File: src/rtl/word_shift_pkg.sv
// word_shift_pkg: shared helpers for the word_shift_pipe block.
//   tapsel_width(depth) : width of the TapSel index, at least 1 bit.
//   count_width(depth)  : width needed to hold an occupancy of 0..depth.
//   op_e                : per-cycle operation, decoded once at the top level.
package word_shift_pkg;

    function automatic int tapsel_width(input int depth);
        int w;
        w = $clog2(depth);
        return (w < 1) ? 1 : w;
    endfunction

    function automatic int count_width(input int depth);
        return $clog2(depth + 1);
    endfunction

    typedef enum logic [1:0] {
        OP_HOLD  = 2'd0,
        OP_CLR   = 2'd1,
        OP_SHIFT = 2'd2,
        OP_ROT   = 2'd3
    } op_e;

endpackage

File: src/rtl/word_stage.sv
// word_stage: one pipeline stage, a WIDTH-bit data register plus a valid bit.
// Ports:
//   CLK    in   clock, rising edge
//   RST    in   synchronous reset, active-low
//   clr    in   synchronous clear (data and valid to 0)
//   en     in   load d/v_in
//   d      in   WIDTH data to capture
//   v_in   in   valid to capture
//   q      out  registered data
//   v_out  out  registered valid
module word_stage #(
    parameter int WIDTH = 4
) (
    input  logic             CLK,
    input  logic             RST,
    input  logic             clr,
    input  logic             en,
    input  logic [WIDTH-1:0] d,
    input  logic             v_in,
    output logic [WIDTH-1:0] q,
    output logic             v_out
);

    logic [WIDTH-1:0] data_d, data_q;
    logic             vld_d, vld_q;

    always_comb begin
        data_d = data_q;
        vld_d  = vld_q;
        if (clr) begin
            data_d = '0;
            vld_d  = 1'b0;
        end else if (en) begin
            data_d = d;
            vld_d  = v_in;
        end
    end

    always_ff @(posedge CLK) begin
        if (!RST) begin
            data_q <= '0;
            vld_q  <= 1'b0;
        end else begin
            data_q <= data_d;
            vld_q  <= vld_d;
        end
    end

    assign q     = data_q;
    assign v_out = vld_q;

endmodule

File: src/rtl/word_shift_pipe.sv
// word_shift_pipe: DEPTH-stage, WIDTH-bit shift pipeline with per-stage valid,
// flat tap bus, one selectable tap and occupancy tracking.
// Optional feature: define ROTATE_EN to add the Rot port, which feeds the last
// stage back into stage 0 instead of Din (Count unchanged).
// Ports:
//   CLK    in   clock, rising edge
//   RST    in   synchronous reset, active-low
//   Ce     in   shift enable
//   Clr    in   synchronous flush (overrides Ce and Rot)
//   Din    in   WIDTH data into stage 0
//   Vin    in   valid qualifier for Din
//   TapSel in   stage index driven on Tap/TapV
//   Rot    in   rotate request (ROTATE_EN builds only)
//   Dout   out  last-stage data
//   Vout   out  last-stage valid
//   Taps   out  all stages, stage i at [i*WIDTH +: WIDTH]
//   Tap    out  data of stage TapSel (0 when TapSel >= DEPTH)
//   TapV   out  valid of stage TapSel (0 when TapSel >= DEPTH)
//   Count  out  number of valid stages
//   Full   out  Count == DEPTH
//   Empty  out  Count == 0
//
// op      | meaning
// --------+--------------------------------------------
// OP_HOLD | Ce low: everything holds
// OP_CLR  | flush all stages and Count
// OP_SHIFT| Din/Vin into stage 0, everything moves down
// OP_ROT  | last stage into stage 0, everything moves down
module word_shift_pipe
    import word_shift_pkg::*;
#(
    parameter int WIDTH = 4,
    parameter int DEPTH = 3
) (
    input  logic                               CLK,
    input  logic                               RST,
    input  logic                               Ce,
    input  logic                               Clr,
    input  logic [WIDTH-1:0]                   Din,
    input  logic                               Vin,
    input  logic [tapsel_width(DEPTH)-1:0]     TapSel,
`ifdef ROTATE_EN
    input  logic                               Rot,
`endif
    output logic [WIDTH-1:0]                   Dout,
    output logic                               Vout,
    output logic [DEPTH*WIDTH-1:0]             Taps,
    output logic [WIDTH-1:0]                   Tap,
    output logic                               TapV,
    output logic [count_width(DEPTH)-1:0]      Count,
    output logic                               Full,
    output logic                               Empty
);

    localparam int TSW = tapsel_width(DEPTH);
    localparam int CW  = count_width(DEPTH);

    logic             rot_req;
    op_e              op;
    logic [WIDTH-1:0] stg_q   [DEPTH];
    logic [WIDTH-1:0] stg_din [DEPTH];
    logic [DEPTH-1:0] vld_q;
    logic [DEPTH-1:0] vld_din;
    logic [CW-1:0]    count_d, count_q;

`ifdef ROTATE_EN
    assign rot_req = Rot;
`else
    assign rot_req = 1'b0;
`endif

    always_comb begin
        op = OP_HOLD;
        if (Clr)
            op = OP_CLR;
        else if (Ce)
            op = rot_req ? OP_ROT : OP_SHIFT;
    end

    // Stage 0 input: rotate feedback or the external word.
    always_comb begin
        stg_din[0] = Din;
        vld_din[0] = Vin;
        if (op == OP_ROT) begin
            stg_din[0] = stg_q[DEPTH-1];
            vld_din[0] = vld_q[DEPTH-1];
        end
        for (int i = 1; i < DEPTH; i++) begin
            stg_din[i] = stg_q[i-1];
            vld_din[i] = vld_q[i-1];
        end
    end

    for (genvar g = 0; g < DEPTH; g++) begin : g_stage
        word_stage #(.WIDTH(WIDTH)) u_stage (
            .CLK   (CLK),
            .RST   (RST),
            .clr   (op == OP_CLR),
            .en    ((op == OP_SHIFT) || (op == OP_ROT)),
            .d     (stg_din[g]),
            .v_in  (vld_din[g]),
            .q     (stg_q[g]),
            .v_out (vld_q[g])
        );
        assign Taps[g*WIDTH +: WIDTH] = stg_q[g];
    end

    // Rotation conserves valid bits, so only a real shift moves Count.
    always_comb begin
        count_d = count_q;
        case (op)
            OP_CLR:   count_d = '0;
            OP_SHIFT: count_d = count_q + CW'(Vin) - CW'(vld_q[DEPTH-1]);
            default:  count_d = count_q;
        endcase
    end

    always_ff @(posedge CLK) begin
        if (!RST)
            count_q <= '0;
        else
            count_q <= count_d;
    end

    always_comb begin
        Tap  = '0;
        TapV = 1'b0;
        for (int i = 0; i < DEPTH; i++) begin
            if (TapSel == TSW'(i)) begin
                Tap  = stg_q[i];
                TapV = vld_q[i];
            end
        end
    end

    assign Dout  = stg_q[DEPTH-1];
    assign Vout  = vld_q[DEPTH-1];
    assign Count = count_q;
    assign Full  = (count_q == CW'(DEPTH));
    assign Empty = (count_q == '0);

endmodule

File: config.mk
export PLATFORM = sky130hd
export DESIGN_NAME = word_shift_pipe
export DESIGN_NICKNAME = d
export VERILOG_FILES = /design/src/rtl/word_shift_pkg.sv /design/src/rtl/word_stage.sv /design/src/rtl/word_shift_pipe.sv
export SDC_FILE = /design/constraint.sdc
export NUM_CORES = 1
export LEC_CHECK = 0
export CORE_MARGIN = 3
export CORE_UTILIZATION = 37
export DETAILED_ROUTE_END_ITERATION = 6
export PLACE_DENSITY = 0.86
export SLEW_MARGIN = 15
export SYNTH_ARGS = -nofsm -noshare
export SYNTH_HDL_FRONTEND = slang
export SYNTH_HIERARCHICAL = 1
export SYNTH_SLANG_ARGS = --single-unit
File: constraint.sdc
create_clock -name CLK -period 1.4 [get_ports CLK]
set_input_delay 0.14 -clock CLK [delete_from_list [all_inputs] [get_ports CLK]]
set_output_delay 0.14 -clock CLK [all_outputs]
set_load 0.01 [all_outputs]
== Yosys cells after proc, flatten, opt, wreduce, memory -nomap -nowiden ==
Cells that the tools add are included.

* Register bits: 17
* Bits of input ports: 11
* Output and inout bits: 26
* Logic and storage cells: 32

* Add/subtract/negate cells: 2
* Eq/ne operators: 6
* Mux-type cells: 11
* Bitwise gates (word level): 1
* Reductions and logical operators: 5

{| class="wikitable"
|+ Operators with widths
! operator !! number
|-
| 4-bit 2-to-1 mux || 4
|-
| 2-bit equality test, second input constant || 4
|-
| 2-bit by 1-bit equality test with 1-bit output, second input constant || 2
|-
| 2-bit zero test || 2
|-
| 1-bit 2-to-1 mux || 4
|-
| 2-bit 2-to-1 mux || 2
|-
| 2-bit case mux with 2 select lines || 1
|-
| 2-bit by 1-bit adder with 2-bit output || 1
|-
| 2-bit nonzero test || 1
|-
| 2-bit OR reduction || 1
|-
| 2-bit by 1-bit subtractor with 2-bit output || 1
|-
| 1-bit logical OR || 1
|-
| 1-bit inverter || 1
|}

== Logic depth before layout (Yosys ltp) ==
* Depth in word-level cells: 4
* Mapped depth: 7
* Depth with buffers taken out: 7

== Modules after synthesis ==
Netlist, hierarchy kept.

{| class="wikitable"
|+ By module, submodules not included
! module !! instances !! cells each !! area each (um2) !! seq. area each (um2)
|-
| word_stage || 3 || 17 || 186.4 || 100.1
|-
| word_shift_pipe || 1 || 43 || 310.3 || 40.0
|}

== Worst setup path after synthesis ==
No wires, ideal clock.

* Kind: register to register
* From: register count_q[0] (netlist: Count[0])
* To: register count_q[1] (netlist: Count[1])
* Setup time: 0.116 ns
* Arrival time: 1.322 ns
* Required time: 1.284 ns
* Path slack: -0.038 ns
* Cell stages (with the launch flop): 8
* Buffers on the path: 0
* Period minus slack after synthesis: 1.438 ns
* Path through: dfxtp_1 inv_1 ha_1 inv_1 ha_1 xor2_1 a21oi_1 a31o_1

* Longest elaborated chain between the ends: 3

{| class="wikitable"
|+ RTL lines
! item !! line !! source
|-
| start, declared || word_shift_pipe.sv:64 || <nowiki>logic [CW-1:0] count_d, count_q;</nowiki>
|-
| start signal, assigned || word_shift_pipe.sv:122 || <nowiki>count_q <= count_d;</nowiki>
|-
| 2-bit by 1-bit adder with 2-bit output || word_shift_pipe.sv:113 || <nowiki>OP_SHIFT: count_d = count_q + CW'(Vin) - CW'(vld_q[DEPTH-1]);</nowiki>
|-
| 2-bit by 1-bit subtractor with 2-bit output || word_shift_pipe.sv:113 ||
|-
| 2-bit case mux with 2 select lines || word_shift_pipe.sv:111 || <nowiki>case (op)</nowiki>
|}

No other way between the ends.
A chain may end at the register's enable or synchronous reset.

== Worst setup path in the final report ==
* From: register g_stage[2].u_stage.vld_q
* To: output port Vout

{| class="wikitable"
|+ RTL lines
! item !! line !! source
|-
| start, declared || word_stage.sv:25 || <nowiki>logic vld_d, vld_q;</nowiki>
|-
| start signal, assigned || word_stage.sv:45 || <nowiki>vld_q <= vld_d;</nowiki>
|-
| end, declared || word_shift_pipe.sv:46 || <nowiki>output logic Vout,</nowiki>
|}

No word-level cell between the ends.

==> results summary <==
The flow ran to the end, and the final reports show no timing, DRC or antenna violations. The worst slew slack as a fraction of its limit is 0.7396. Counting flops and latches in the post-synthesis netlist gives 17. CTS built an H-tree with a depth of 1. For the pin with the worst max-slew slack, the measured transition is approximately 0.39 ns. The clock tree skew after final layout is between 0.009 and 0.01 ns.

The first routing iteration left 12 violations. The sequential cell area fraction in the yosys report came out at 0.3914. Of the total synthesized cell area, the portion taken by full adders, half adders and majority gates is 0.02878. The die covers 2968 um2.

The post-placement cell count is approximately 160. The highest-delay cell along the critical path is sky130_fd_sc_hd__dfxtp_4. The worst setup slack after layout is a little over 0.05 ns. The compound-gate portion of the synthesized area is 0.04460. The met1 routing resource usage after global routing came out at 0.1864. In this run the static leakage power is approximately 0.70 nW. The via count of the first global-routing pass is 783.

The number of endpoints with negative hold slack in the final report came to 0. The clock passes through at most 2 buffers. The number of sinks handled by clock tree synthesis came out at 17. The die is 54.48 um wide. Setup repair after global routing left no endpoint under its margin.

The final critical path time including I/O delays and setup came out at ~1.3 ns. For this design the ratio of total power to cell area is between 600 and 700 nW/um2. The iteration count of the initial detailed-routing pass came out at 4. The antenna violation net count after detailed routing is 0.

The pin count of the biggest net entering global routing came out at 16. The total area inside the core boundary comes to between 2000 and 2500 um2. The layout-stage area growth over the synthesis result is 53.53%. The overflow left after global routing is 0. The portion of the clock cycle consumed by the worst path in the final layout is 0.9635. TritonCTS built the clock tree.

Buffers inserted during clock tree synthesis total 3. The initial antenna violation count came out at 0. The critical path capture point type is an output pin.

The hold buffer count at CTS is 0. Walking the worst path, the cells encountered are buf_4 -> buf_4 -> dlygate4sd2_1. Of the total synthesized cell area, the portion taken by AND, OR, NAND and NOR gates is 0.1626. The half-perimeter wire length of the detailed placement result came out at about 1.7 mm. The number of vias per cell is around 4.8.

The filler cells instantiated in the layout total 191. Clock latency on the worst-skew pair, taken at its later pin, is approximately 0.30 ns. The launching element type of the critical path is a flop. The count of cells in the finished layout, fillers not included, comes to approximately 160. The critical path data arrival time came out at around 1.2 ns. The vias after detailed routing came out at around 780. Of the total synthesized cell area, the portion taken by XOR and XNOR cells is 0.01007. Synthesis produced a netlist with a net count of between 100 and 150. The effective utilization at floorplan is 0.4177.

The most repeated library cell on the critical path is sky130_fd_sc_hd__buf_4. The proportion of layout cells with a drive suffix above 1 came out at 0.2593. On the final layout, the worst hold slack is around 0.45 ns.

The global routing usage summed across all routing layers is 0.1683. During placement, the flow inserted port buffers numbering 36. The floorplan step set the die height to roughly 54 um. The required arrival time at the worst endpoint is roughly 1.3 ns.

The global-route wire length before repair is 3.525 mm. The number of warnings issued by yosys is 6. The number of nets at the end of the flow is 149.

Measured on the finished design, the core utilization comes to 0.6412. 0 antenna diodes ended up in the layout. Across the VDD grid, the largest voltage drop is roughly 0.73 mV.

Timing would allow up to 0.7414 GHz. The mean area per synthesized cell came out at ~9.3 um2. The largest family of logic cells by synthesized area is multiplexers. At the end of routability-driven placement, the weighted congestion stood at just under 0.8.

Clock-pin slew was measured on the worst setup and hold paths at approximately 0.10 ns. The number of standard cells after synthesis came out at 94. The number of remaining DRC errors is 0. The final-report setup violation count is 0. The maximum fanout along the worst path is 2. The detailed-route wire length came out at 2.153 mm. The global-route layer with the greatest usage is met2. The unique cell type count in the Yosys netlist came out at 19.

The mapped netlist covers between 800 and 900 um2. The met3 track utilization from global routing came out at 0.05995. The max-cap violation count is 0. The multiplexer fraction of the synthesized cell area came out at 0.2417. The critical path in this run is classified as reg2out.

Before CTS, the worst setup slack after placement is -0.4976 ns. The cell sitting at the root of the clock tree is a sky130_fd_sc_hd__clkbuf_4. The I/O pin total came out at 37.

The number of rows created at floorplan came out at 16. The met2 track demand over resource came out at 0.2869. The count of final max-slew check failures came out at 0.

In the final routed layout, each cell accounts on average for roughly 13 um. The min-delay analysis places its worst path in the category in2reg. The delay of the slowest critical-path stage is ~0.37 ns.
-- final cells by class --
| type | count | area (um2) | area share |
|---|---|---|---|
| inverter | 2 | 7.507 | 0.005623 |
| multi-input combinational | 61 | 461.7 | 0.3458 |
| tap | 27 | 33.78 | 0.02530 |
| clock buffer | 3 | 22.52 | 0.01687 |
| timing repair buffer | 51 | 455.4 | 0.3411 |
| sequential | 17 | 349.1 | 0.2615 |
| clock inverter | 1 | 5.005 | 0.003749 |
-- Yosys cell counts --
master	instances	area share
sky130_fd_sc_hd__a21oi_1	1	0.0057
sky130_fd_sc_hd__a31o_1	1	0.010
sky130_fd_sc_hd__and2_1	1	0.0072
sky130_fd_sc_hd__buf_4	4	0.035
sky130_fd_sc_hd__buf_6	4	0.052
sky130_fd_sc_hd__clkbuf_1	6	0.026
sky130_fd_sc_hd__dfxtp_1	17	0.39
sky130_fd_sc_hd__ha_1	2	0.029
sky130_fd_sc_hd__inv_1	2	0.0086
sky130_fd_sc_hd__mux2i_1	21	0.24
sky130_fd_sc_hd__nand2_1	5	0.022
sky130_fd_sc_hd__nand2b_1	3	0.022
sky130_fd_sc_hd__nand3b_1	1	0.0086
sky130_fd_sc_hd__nor2_1	16	0.069
sky130_fd_sc_hd__nor2b_1	1	0.0072
sky130_fd_sc_hd__nor2b_2	1	0.010
sky130_fd_sc_hd__nor3b_1	2	0.017
sky130_fd_sc_hd__o21ai_0	5	0.029
sky130_fd_sc_hd__xor2_1	1	0.010
-- cells in the final DEF, fill, tap and decap left out, drive strengths merged, types with 3 or more instances in the layout --
cell / Yosys / final
dfxtp: 17 / 17
buf: 8 / 16
nor2: 16 / 16
mux2i: 21 / 21
nand2b: 3 / 3
clkdlybuf4s50: 0 / 11
o21ai: 5 / 5
dlymetal6s2s: 0 / 5
nand2: 5 / 5
dlygate4sd2: 0 / 14
clkbuf: 6 / 7
-- cell families after synthesis --
family,count (synthesis)
AO/OA/AOI/OAI,7
XOR/XNOR,1
adder cells (fa/ha/maj),2
buffers and inverters,16
flip-flops,17
multiplexers,21
AND/OR/NAND/NOR,30
-- power breakdown --
part | total, mW | internal, mW | switching [mW] | leakage [nW]
clock | 0.272 | 0.107 | 0.165 | 0.0177
sequential | 0.490 | 0.487 | 0.00320 | 0.140
combinational | 0.132 | 0.0746 | 0.0574 | 0.539
total | 0.893 | 0.668 | 0.225 | 0.697
-- sequential cells by signal, indices dropped and copies added (netlist names) --
signal,flops
g_stage.u_stage/q,12
g_stage.u_stage/v_out,3
Count,2
-- path summary, 6_finish.rpt --
check	start	to	slack [ns]	depth (start not counted)
worst max-delay path	g_stage[2].u_stage/v_out$_SDFFE_PP0P_	Vout	0.05	3
worst max register to register	g_stage[2].u_stage/v_out$_SDFFE_PP0P_	Count[1]$_SDFFE_PN0P_	0.06	6
worst min register to register	g_stage[2].u_stage/q[0]$_SDFFE_PP0P_	g_stage[2].u_stage/q[0]$_SDFFE_PP0P_	0.53	2
worst min-delay path	Din[0]	g_stage[0].u_stage/q[0]$_SDFFE_PP0P_	0.45	3
-- routing by layer --
metal	vias up	wire (um)
met5	-	0
met1	359	878
met2	29	1063
li1	388	-
met4	0	36
met3	5	175
-- critical path, delay by kind of cell, from the launching register on --
| family | cells | cell delay [ns] |
|---|---|---|
| DFF | 1 | 0.37 |
| buffers and inverters | 3 | 0.52 |
-- stage by stage --
stage	TNS (ns)	power [mW]	area [um2]
after floorplan	0	0.5736	870.8
after global placement	-2.118	0.6286	1285
after detailed placement	-3.020	0.6338	1285
after CTS	0	0.9017	1334
after global routing	0	0.9372	1335
final	0	0.8933	1335
-- repair_timing --
item                                    CTS  global route
hold endpoints to repair                  0             0
gates resized for setup                  34            18
pin swaps                                 2             1
endpoints found under the setup margin   24            12
setup buffers                             1             0
(Power assumes the default switching activity.)
